<file path="src/rtl/sd_spi_cmd_link_if.sv">
// sd_spi_cmd_link_if: SD pin bundle between an SPI host (master) and the card emulator (slave)
// Signals: sd_clk host SCLK, sd_cmd_i MOSI, sd_dat_i[3] CS_n, sd_dat_o[0] MISO, sd_dat_t output enables
interface sd_spi_cmd_link_if;
  logic       sd_clk;
  logic       sd_cmd_i;
  logic [3:0] sd_dat_i;
  logic [3:0] sd_dat_o;
  logic [3:0] sd_dat_t;
  modport master(output sd_clk, sd_cmd_i, sd_dat_i, input sd_dat_o, sd_dat_t);
  modport slave(input sd_clk, sd_cmd_i, sd_dat_i, output sd_dat_o, sd_dat_t);
endinterface

</file>
<file path="src/rtl/sd_spi_cmd_link.sv">
// sd_spi_cmd_link: SPI-mode SD card front end framing 48-bit commands, checking CRC7 and answering R1/R2/R3/R7
// Ports: clk_50/reset_n system clock and async active-low reset; sd (slave) SD pins;
// spi_sel CS active; cmd_in/cmd_in_act/cmd_in_crc_good last frame; card_state 0 idle, 4 tran;
// spi_cnt response bits sent. Macro SD_SPI_CMD59_CRC_EN lets CMD59 switch CRC enforcement on.
module sd_spi_cmd_link #(
  parameter int          NCR_BYTES = 1,
  parameter logic [23:0] OCR_VOLT  = 24'hFF8000
) (
  input  logic              clk_50,
  input  logic              reset_n,
  sd_spi_cmd_link_if.slave  sd,
  output logic              spi_sel,
  output logic [47:0]       cmd_in,
  output logic              cmd_in_act,
  output logic              cmd_in_crc_good,
  output logic [3:0]        card_state,
  output logic [7:0]        spi_cnt
);
  typedef enum logic [1:0] {S_IDLE, S_RX, S_NCR, S_RESP} state_t;
  localparam logic [6:0] NCR_LAST = 7'(NCR_BYTES * 8 - 1);
  state_t state, state_n;
  logic [1:0] sclk_s, mosi_s, csn_s;
  logic sclk_q, miso, crc_on, app_cmd;
  logic [6:0] cnt;
  logic [46:0] rx_sh;
  logic [39:0] tx_sh, resp_data;
  logic [5:0] tx_len, resp_len;
  logic rise, fall, cs, start, frame_done, ncr_done, resp_end;
  logic idle, ready, crc_good, crc_bad, acmd41, known;
  logic [47:0] frame;
  logic [5:0] cmd_idx;
  logic [7:0] r1;

  function automatic logic [6:0] crc7(input logic [39:0] d);
    logic [6:0] c;
    c = '0;
    for (int i = 39; i >= 0; i--) c = {c[5:0], 1'b0} ^ ((c[6] ^ d[i]) ? 7'h09 : 7'h00);
    return c;
  endfunction

  assign rise       = sclk_s[1] & ~sclk_q;
  assign fall       = ~sclk_s[1] & sclk_q;
  assign cs         = ~csn_s[1];
  assign spi_sel    = cs;
  assign frame      = {rx_sh, mosi_s[1]};
  assign cmd_idx    = frame[45:40];
  assign start      = state == S_IDLE && rise && !mosi_s[1];
  assign frame_done = state == S_RX && rise && cnt == 7'd47;
  assign ncr_done   = state == S_NCR && rise && cnt == NCR_LAST;
  assign resp_end   = state == S_RESP && fall && spi_cnt == {2'b00, tx_len};
  assign idle       = card_state == 4'd0;
  assign ready      = card_state == 4'd4;
  assign r1         = {7'b0, idle};
  assign crc_good   = crc7(frame[47:8]) == frame[7:1] && frame[46] && frame[0];
  assign crc_bad    = (cmd_idx == 6'd0 || cmd_idx == 6'd8 || crc_on) && !crc_good;
  assign acmd41     = cmd_idx == 6'd41 && app_cmd;
  assign known      = cmd_idx inside {6'd0, 6'd8, 6'd13, 6'd55, 6'd58, 6'd59} || acmd41;
  // MISO is forced high the moment CS is seen released, before the shifter is cleared
  assign sd.sd_dat_o = {3'b111, miso | ~cs};
  assign sd.sd_dat_t = {3'b000, cs};

  // Response is left-aligned in 40 bits; resp_len says how many of them go out
  always_comb begin
    resp_len  = 6'd8;
    resp_data = {crc_bad ? (r1 | 8'h08) : acmd41 ? 8'h00 : cmd_idx == 6'd0 ? 8'h01 : known ? r1 : (r1 | 8'h04), 32'hFFFF_FFFF};
    if (!crc_bad && cmd_idx == 6'd8) begin
      resp_data = {r1, 16'h0000, 4'h0, frame[19:8]};
      resp_len  = 6'd40;
    end
    if (!crc_bad && cmd_idx == 6'd58) begin
      resp_data = {r1, ready, ready, 6'b0, OCR_VOLT};
      resp_len  = 6'd40;
    end
    if (!crc_bad && cmd_idx == 6'd13) begin
      resp_data = {r1, 8'h00, 24'hFF_FFFF};
      resp_len  = 6'd16;
    end
  end

  always_ff @(posedge clk_50 or negedge reset_n)
    if (!reset_n) state <= S_IDLE;
    else state <= state_n;

  always_comb begin
    state_n = state;
    state_n = !cs ? S_IDLE : start ? S_RX : frame_done ? S_NCR : ncr_done ? S_RESP : resp_end ? S_IDLE : state;
  end

  always_ff @(posedge clk_50 or negedge reset_n) begin
    if (!reset_n) begin
      sclk_s          <= '0;
      mosi_s          <= '0;
      csn_s           <= 2'b11;
      sclk_q          <= 1'b0;
      miso            <= 1'b1;
      cnt             <= '0;
      rx_sh           <= '0;
      tx_sh           <= '1;
      tx_len          <= '0;
      spi_cnt         <= '0;
      cmd_in          <= '0;
      cmd_in_act      <= 1'b0;
      cmd_in_crc_good <= 1'b0;
      card_state      <= '0;
      crc_on          <= 1'b0;
      app_cmd         <= 1'b0;
    end else begin
      sclk_s     <= {sclk_s[0], sd.sd_clk};
      sclk_q     <= sclk_s[1];
      mosi_s     <= {mosi_s[0], sd.sd_cmd_i};
      csn_s      <= {csn_s[0], sd.sd_dat_i[3]};
      cmd_in_act <= frame_done;
      if (!cs) begin
        cnt     <= '0;
        miso    <= 1'b1;
        spi_cnt <= '0;
      end else begin
        if (start) begin
          rx_sh <= '0;
          cnt   <= 7'd1;
        end
        if (state == S_RX && rise) begin
          rx_sh <= {rx_sh[45:0], mosi_s[1]};
          cnt   <= frame_done ? 7'd0 : cnt + 7'd1;
        end
        if (state == S_NCR && rise) cnt <= cnt + 7'd1;
        if (frame_done) begin
          cmd_in          <= frame;
          cmd_in_crc_good <= crc_good;
          tx_sh           <= resp_data;
          tx_len          <= resp_len;
          if (!crc_bad) begin
            app_cmd <= cmd_idx == 6'd55;
            if (cmd_idx == 6'd0) begin
              card_state <= 4'd0;
              crc_on     <= 1'b0;
            end
            if (acmd41) card_state <= 4'd4;
`ifdef SD_SPI_CMD59_CRC_EN
            if (cmd_idx == 6'd59) crc_on <= frame[8];
`else
            if (cmd_idx == 6'd59) crc_on <= 1'b0;
`endif
          end
        end
        if (state == S_RESP && fall) begin
          miso    <= resp_end | tx_sh[39];
          tx_sh   <= {tx_sh[38:0], 1'b1};
          spi_cnt <= resp_end ? 8'd0 : spi_cnt + 8'd1;
        end
      end
    end
  end
endmodule

</file>
<file path="src/flat_wrapper.sv">
// flat-port wrapper written by rule: the top's interface ports become plain ports
module sd_spi_cmd_link_flat 
#(
  parameter int          NCR_BYTES = 1,
  parameter logic [23:0] OCR_VOLT  = 24'hFF8000
)
  (clk_50, reset_n, spi_sel, cmd_in, cmd_in_act, cmd_in_crc_good, card_state, spi_cnt, sd_sd_clk, sd_sd_cmd_i, sd_sd_dat_i, sd_sd_dat_o, sd_sd_dat_t);
  sd_spi_cmd_link_if sd_i ();
  input  logic clk_50;
  input  logic reset_n;
  output logic spi_sel;
  output logic [47:0] cmd_in;
  output logic cmd_in_act;
  output logic cmd_in_crc_good;
  output logic [3:0] card_state;
  output logic [7:0] spi_cnt;
  input wire logic [$bits(sd_i.sd_clk)-1:0] sd_sd_clk;
  input wire logic [$bits(sd_i.sd_cmd_i)-1:0] sd_sd_cmd_i;
  input wire logic [$bits(sd_i.sd_dat_i)-1:0] sd_sd_dat_i;
  output wire logic [$bits(sd_i.sd_dat_o)-1:0] sd_sd_dat_o;
  output wire logic [$bits(sd_i.sd_dat_t)-1:0] sd_sd_dat_t;
  assign sd_i.sd_clk = sd_sd_clk;
  assign sd_i.sd_cmd_i = sd_sd_cmd_i;
  assign sd_i.sd_dat_i = sd_sd_dat_i;
  assign sd_sd_dat_o = sd_i.sd_dat_o;
  assign sd_sd_dat_t = sd_i.sd_dat_t;
  sd_spi_cmd_link #(.NCR_BYTES(NCR_BYTES), .OCR_VOLT(OCR_VOLT)) u_core (.clk_50(clk_50), .reset_n(reset_n), .sd(sd_i), .spi_sel(spi_sel), .cmd_in(cmd_in), .cmd_in_act(cmd_in_act), .cmd_in_crc_good(cmd_in_crc_good), .card_state(card_state), .spi_cnt(spi_cnt));
endmodule
</file>
<file path="config.mk">
export PLATFORM = sky130hd
export DESIGN_NAME = sd_spi_cmd_link_flat
export DESIGN_NICKNAME = d
export VERILOG_FILES = /design/src/rtl/sd_spi_cmd_link_if.sv /design/src/rtl/sd_spi_cmd_link.sv /design/src/flat_wrapper.sv
export SDC_FILE = /design/constraint.sdc
export NUM_CORES = 1
export LEC_CHECK = 0
export CAP_MARGIN = 0
export CORE_MARGIN = 8
export CORE_UTILIZATION = 52
export DETAILED_ROUTE_END_ITERATION = 8
export GPL_TIMING_DRIVEN = 0
export HOLD_SLACK_MARGIN = 0.15
export PLACE_DENSITY = 0.83
export RECOVER_POWER = 50
export SYNTH_ARGS = -nofsm -noshare
export SYNTH_HDL_FRONTEND = slang
export SYNTH_SLANG_ARGS = --single-unit
export TNS_END_PERCENT = 10
</file>
<file path="constraint.sdc">
create_clock -name clk_50 -period 2.8 [get_ports clk_50]
set_input_delay 0.28 -clock clk_50 [delete_from_list [all_inputs] [get_ports clk_50]]
set_output_delay 0.28 -clock clk_50 [all_outputs]
set_load 0.005 [all_outputs]
</file>
==> results.sh, run 1 <==
export IMPL_antenna_left=0
export IMPL_synth_compound_area_share_pct=13.9
export IMPL_grt_max_degree=120
export IMPL_cts_buffer_depth=2
export IMPL_finalCritPeriodShare_pct=110
export IMPL_slew_headroom_pct=22.5
export IMPL_grt_pass1_wl_um=31900
export IMPL_yosys_area_top_type_share_pct=38.4
export IMPL_synth_commonest_cells="171 x nand2_1, 124 x dfrtp_1, 52 x a22o_1"
export IMPL_hold_depth=0
export IMPL_cts_sinks=167
export IMPL_start_util_pct=53.2
export IMPL_use_met3_pct=4.25
export IMPL_synth_area_mux_share_pct=0.371
export IMPL_grt_overflow_total=0
export IMPL_synth_edf_count=0
export IMPL_met1_usage_pct=25.9
export IMPL_ios=79
export IMPL_synth_area_leaders="dfrtp_1 38%, dfstp_2 14%, nand2_1 7.9%"
export IMPL_crit_chain="xnor3_2 -> xor2_2 -> xnor3_1 -> xor3_2 -> xnor2_1 -> nor2_2 -> nand4_4 -> nor4_4 -> buf_6 -> buf_6 -> o22ai_1"
export IMPL_crit_top_cell="buf_6"
export IMPL_yosys_area_top_type="dfrtp_1"
export IMPL_worst_pin_slew_ps=1160
export IMPL_power_leakage_nw=4.66
export IMPL_die_height_um=141
export IMPL_track_usage_pct=20.1
export IMPL_top_usage_layer="met2"
export IMPL_syn2layout_area_growth_pct=26.2
export IMPL_peakVddDrop_mv=0.446
export IMPL_max_cap_violations=0
export IMPL_crit_arrival_ps=3440
export IMPL_cts_tree="done"
export IMPL_synthCells=789
export IMPL_min_delay_start="u_core.mosi_s[0]"
export IMPL_clockRootBuffer="clkbuf_16"
export IMPL_drt_first_pass_iters=7
export IMPL_synth_main_ff_cell="dfrtp_1"
export IMPL_routed_wl_um=20100
export IMPL_synth_xor_xnor_area_share_pct=12.0
export IMPL_antenna_found_initial=0
export IMPL_dpl_hpwl_um=12900
export IMPL_ys_seq_elements=167
export IMPL_p_per_area_nw_per_um2=477
export IMPL_synth_most_common_cell="nand2_1"
export IMPL_fin_ws_ps=-283
export IMPL_layout_nets=920
export IMPL_die_area_um2=19800
export IMPL_violations="negative setup slack"
export IMPL_async_flop_share_pct=100
export IMPL_numCtsBuffers=17
export IMPL_finalSetupViolCount=38
export IMPL_grt_util_met2_pct=33.5
export IMPL_synth_seq_area_share_pct=52.3
export IMPL_hold_viol=0
export IMPL_path_max_fanout=6
export IMPL_slowest_delay_ps=450
export IMPL_yosysWarnings=0
export IMPL_vias_per_cell=5.71
export IMPL_num_vias=6343
export IMPL_cp_slowest_cell="dfrtp_2"
export IMPL_antennaDiodeCount=0
export IMPL_drtIter0Drc=425
export IMPL_row_count=45
export IMPL_worstSetupStartpointType="flop"
export IMPL_synth_adder_area_share_pct=0.464
export IMPL_cts_max_level=4
export IMPL_synthSimpleGateAreaFrac_pct=16.7
export IMPL_clkTransAtPathRegs_ps=70
export IMPL_startpoint="u_core.rx_sh[42]"
export IMPL_endpoint_kind="flop"
export IMPL_postSynthAreaPerCell_um2=10.2
export IMPL_die_w_um=141
export IMPL_rr_worst_depth=11
export IMPL_coreArea_um2=15200
export IMPL_finalClockSkew_ps=15.7
export IMPL_path_class="reg -> reg"
export IMPL_place_area_um2=9080
export IMPL_r2r_start="u_core.rx_sh[42]"
export IMPL_io_buffers=66
export IMPL_grt_setup_unrepaired="true"
export IMPL_drc=0
export IMPL_grt_pass1_vias=6170
export IMPL_maxSlewViolCount=0
export IMPL_max_freq_mhz=324
export IMPL_required_ps=3150
export IMPL_fin_crit_ps=3080
export IMPL_clock_latency_ps=440
export IMPL_hp_class="reg -> reg"
export IMPL_wire_per_inst_um=18.1
export IMPL_status="finished, violations left"
export IMPL_gp_congestion=0.845
export IMPL_fin_total_pwr_mw=4.87
export IMPL_final_area_um2=10200
export IMPL_synth_top_family_by_area="simple AND/OR/NAND/NOR gates"
export IMPL_synth_distinct_cells=49
export IMPL_drive_above_1_share_pct=21.7
export IMPL_netlist_area_um2=8090
## layout make-up
class                           count  area, um2
Timing Repair Buffer               97        927
Clock buffer                       21        460
Inverter                            8       30.0
Multi-Input combinational cell    558       3860
Sequential cell                   167       4240
Clock inverter                     11        114
Fill cell                        1096       5000
Buffer                             60        329
Tap cell                          188        235
## cell usage in the layout (no fill, tap or decap), types with 18 or more instances in the layout
cell type | synthesis | routed
nor2_1 | 43 | 41
xnor2_1 | 37 | 27
buf_4 | 17 | 36
clkbuf_16 | 0 | 18
o21ai_0 | 35 | 30
dfrtp_1 | 124 | 115
clkdlybuf4s50_1 | 0 | 62
clkbuf_1 | 43 | 36
dfstp_2 | 43 | 43
a21oi_1 | 36 | 29
nand2_1 | 171 | 171
a22o_1 | 52 | 52
## routing by layer
metal,routed length [um],up-vias,share of wire (%)
met4,395,0,2.0
met1,8520,3150,42
met3,1170,32,5.8
li1,-,2930,-
met5,0,-,0
met2,9980,231,50
## cells by family (layout without fill, tap and decap cells)
logic type	Yosys count	after routing
AND/OR/NAND/NOR	298	298
AO/OA/AOI/OAI	170	170
flip-flops	167	167
XOR/XNOR	75	75
buffers and inverters	71	197
adder cells (fa/ha/maj)	3	3
multiplexers	3	3
other	2	9
## power breakdown
part / switching, mW / internal, mW / leakage, nW
Clock: 1.02 / 1.29 / 0.283
Sequential: 0.00976 / 2.42 / 2.15
Combinational: 0.0890 / 0.0352 / 2.23
Total: 1.12 / 3.75 / 4.66
## worst max-delay path: cells and delay by family, from the launching register on
kind	cells	cell delay, ps
buffers and inverters	2	330
XOR/XNOR	5	1480
AND/OR/NAND/NOR	3	640
AO/OA/AOI/OAI	1	90
flip-flops	1	450
## per-stage QoR
stage / hold slack, ps / setup TNS [ps] / utilization [%] / worst slack, ps / cells
after floorplan: -15.6 / -1410 / - / -104 / 796
after global placement: 336 / -806640 / 59.5 / -5120 / 1050
after detailed placement: 204 / -46200 / 59.7 / -803 / 1051
after CTS: 250 / -9280 / 64.9 / -336 / 1095
after global routing: 360 / -12510 / 67.1 / -405 / 1110
final: 347 / -8220 / 67.1 / -283 / 1110
## flip-flops by register name, indices dropped and copies added, names as in the netlist
signal	count
u_core.sclk_s	2
u_core.card_state	1
u_core.cnt	7
u_core.tx_sh	40
u_core.csn_s	2
u_core.mosi_s	2
u_core.spi_cnt	8
u_core.miso	1
u_core.cmd_in_act	1
u_core.sclk_q	1
u_core.state	2
u_core.app_cmd	1
u_core.cmd_in	48
u_core.rx_sh	47
u_core.cmd_in_crc_good	1
u_core.tx_len	3
## path summary, 6_finish.rpt
kind | endpoint | slack, ps
max | u_core.tx_sh[12] | -280
max reg2reg | u_core.tx_sh[12] | -280
min | u_core.mosi_s[1] | 350
min reg2reg | u_core.mosi_s[1] | 350
max in group asynchronous | u_core.rx_sh[42] | 490
min in group asynchronous | u_core.spi_cnt[3] | 610
## repair_timing
item                                    in CTS  in global routing
hold buffers                                 1                  0
setup buffers                               10                 17
pin swaps                                   21                 14
resized for setup                           37                 58
gates cloned                                 1                  1
endpoints found under the setup margin      84                 87
hold endpoints to repair                    48                  0
No activity file was read; power rests on OpenSTA's default activity.
==> run 2: changes to the inputs <==
--- a/config.mk
+++ b/config.mk
@@ -9,7 +9,7 @@
 export CORE_MARGIN = 8
 export CORE_UTILIZATION = 52
 export DETAILED_ROUTE_END_ITERATION = 8
-export GPL_TIMING_DRIVEN = 0
+export GPL_TIMING_DRIVEN = 1
 export HOLD_SLACK_MARGIN = 0.15
 export PLACE_DENSITY = 0.83
 export RECOVER_POWER = 50
==> run 2 against run 1 <==
  * The flow finishes with violations (max-capacitance violations, max-slew violations, negative setup slack)
  * Clock-buffer cell count decreased by 3
  * Final cell count fell by 1.5%
  * Worst hold slack improved by 6.1 ps
==> results.sh, run 2 (synthesis results as in run 1) <==
export IMPL_status="finished, violations left"
export IMPL_violations="max-capacitance violations, max-slew violations, negative setup slack"
export IMPL_coreArea_um2=15200
export IMPL_cts_tree="done"
export IMPL_crit_arrival_ps=3520
export IMPL_row_count=45
export IMPL_drt_first_pass_iters=5
export IMPL_path_class="reg -> reg"
export IMPL_path_max_fanout=8
export IMPL_wire_per_inst_um=18.0
export IMPL_mostFrequentLayoutCells="170 x nand2_1, 121 x dfrtp_1, 69 x buf_4"
export IMPL_antenna_found_initial=0
export IMPL_dp_slack_ps=-283
export IMPL_max_cap_violations=1
export IMPL_grt_overflow_total=0
export IMPL_numCtsBuffers=17
export IMPL_slew_headroom_pct=-46.6
export IMPL_grt_max_degree=66
export IMPL_track_usage_pct=20.2
export IMPL_path_buf_inv=2
export IMPL_r2r_end="u_core.tx_sh[18]"
export IMPL_io_buffers=66
export IMPL_die_height_um=141
export IMPL_required_ps=3160
export IMPL_largest_register="u_core.cmd_in"
export IMPL_r2r_setup_slack_ps=-360
export IMPL_cts_buffer_depth=2
export IMPL_grt_pass1_vias=6255
export IMPL_layout_cells_most_common="nand2_1"
export IMPL_grt_pass1_wl_um=32300
export IMPL_fin_crit_ps=3160
export IMPL_grt_setup_unrepaired="true"
export IMPL_r2r_start="u_core.rx_sh[23]"
export IMPL_hold_depth=0
export IMPL_dpl_hpwl_um=12700
export IMPL_peakVddDrop_mv=0.427
export IMPL_clock_latency_ps=440
export IMPL_drtIter0Drc=464
export IMPL_gp_congestion=0.857
export IMPL_crit_chain="xor3_2 -> xnor2_2 -> xnor3_1 -> xnor3_1 -> or2_0 -> mux2i_2 -> o21ai_4 -> buf_12 -> nor4_4 -> buf_6 -> o21ai_1"
export IMPL_power_leakage_nw=4.69
export IMPL_hp_class="reg -> reg"
export IMPL_layout_nets=903
export IMPL_die_area_um2=19800
export IMPL_drc=0
export IMPL_largest_register_ffs=48
export IMPL_antenna_left=0
export IMPL_rr_worst_depth=11
export IMPL_num_vias=6211
export IMPL_maxSlewViolCount=42
export IMPL_ios=79
export IMPL_min_delay_start="u_core.mosi_s[0]"
export IMPL_worst_pin_slew_ps=2200
export IMPL_slowest_delay_ps=510
export IMPL_hold_end="u_core.mosi_s[1]"
export IMPL_finalCritPeriodShare_pct=113
export IMPL_cp_slowest_cell="xor3_2"
export IMPL_cts_max_level=4
export IMPL_crit_top_cell="xnor3_1"
export IMPL_fin_ws_ps=-355
export IMPL_finalSetupViolCount=38
export IMPL_die_w_um=141
export IMPL_hold_viol=0
export IMPL_cts_sinks=167
export IMPL_antennaDiodeCount=0
export IMPL_clockRootBuffer="clkbuf_16"
export IMPL_worstSetupStartpointType="flop"
export IMPL_reg_largest_list="u_core.cmd_in x48, u_core.rx_sh x47, u_core.tx_sh x40"
export IMPL_drive_above_1_share_pct=21.1
export IMPL_startpoint="u_core.rx_sh[23]"
export IMPL_endpoint_kind="flop"
export IMPL_nFillCells=1100
export IMPL_p_per_area_nw_per_um2=487
export IMPL_cpLargestDelayFamily="XOR/XNOR gates"
export IMPL_start_util_pct=53.2
export IMPL_max_freq_mhz=317
export IMPL_routed_wl_um=19700
export IMPL_clkTransAtPathRegs_ps=70
export IMPL_vias_per_cell=5.68
export IMPL_syn2layout_area_growth_pct=24.3
export IMPL_finalClockSkew_ps=8.66
export IMPL_fin_total_pwr_mw=4.89
run 2: repair_timing:
item | in CTS | in global routing
setup endpoints to repair | 38 | 38
endpoints found under the hold margin | 39 | 0
setup buffers | 2 | 2
hold buffers | 1 | 0
resized for setup | 14 | 20
pin swaps | 10 | 9
run 2: worst reg2reg max path: cells and delay by family, from the launching register on:
kind	cells	cell delay, ps
buffers and inverters	2	320
DFF	1	390
AOI/OAI and AO/OA	2	210
xor gates and xnor gates	4	1440
muxes	1	240
and+or+nand+nor	2	480
run 2: worst max-delay path by stage:
stage                     cells after the start                to  slack (ps)
after CTS                                    11  u_core.tx_sh[20]        -220
after global routing                         11  u_core.tx_sh[17]        -470
after detailed placement                     12  u_core.tx_sh[20]        -280
final                                        11  u_core.tx_sh[18]        -360
after global placement                       11  u_core.tx_sh[20]        -180
after floorplan                              10  u_core.tx_sh[32]        -100
run 2: layer usage:
layer	wire length, um	up-vias	track usage (%)
li1	-	2890	-
met1	8640	3127	26.6
met2	9780	163	32.5
met3	939	31	4.69
met4	335	0	6.33
met5	0	-	0
run 2: metrics by stage:
step	utilization, %	cell area [um2]	std cells	hold slack [ps]	TNS, ps
finish	66.1	10100	1093	353	-11150
global route	66.1	10100	1093	366	-23570
CTS	65.6	9980	1091	243	-5780
detailed placement	61.1	9290	1056	216	-7380
global placement	61.1	9290	1056	214	-3670
floorplan	-	8150	796	-15.6	-1410
run 2: cell type report:
type | instances | area (um2) | area share (%)
sequential | 167 | 4240 | 42.2
multi-input combinational | 558 | 3720 | 37.0
timing repair buffer | 140 | 1240 | 12.3
clock buffer | 18 | 439 | 4.37
tap | 188 | 235 | 2.34
clock inverter | 14 | 151 | 1.51
inverter | 8 | 30.0 | 0.299
run 2: where the power goes:
group / internal (mW) / total [mW] / switching (mW) / leakage, nW
clock: 1.34 / 2.34 / 0.996 / 0.280
combinational: 0.0317 / 0.116 / 0.0838 / 2.25
sequential: 2.43 / 2.44 / 0.0149 / 2.16
total: 3.80 / 4.89 / 1.09 / 4.69
==> run 3: changes to the inputs <==
--- a/config.mk
+++ b/config.mk
@@ -9,7 +9,7 @@
 export CORE_MARGIN = 8
 export CORE_UTILIZATION = 52
 export DETAILED_ROUTE_END_ITERATION = 8
-export GPL_TIMING_DRIVEN = 1
+export GPL_TIMING_DRIVEN = 0
 export HOLD_SLACK_MARGIN = 0.15
 export PLACE_DENSITY = 0.83
 export RECOVER_POWER = 50
==> results of run 3 <==
Same layout as run 1: the final DEF is identical, and so are final timing and power.
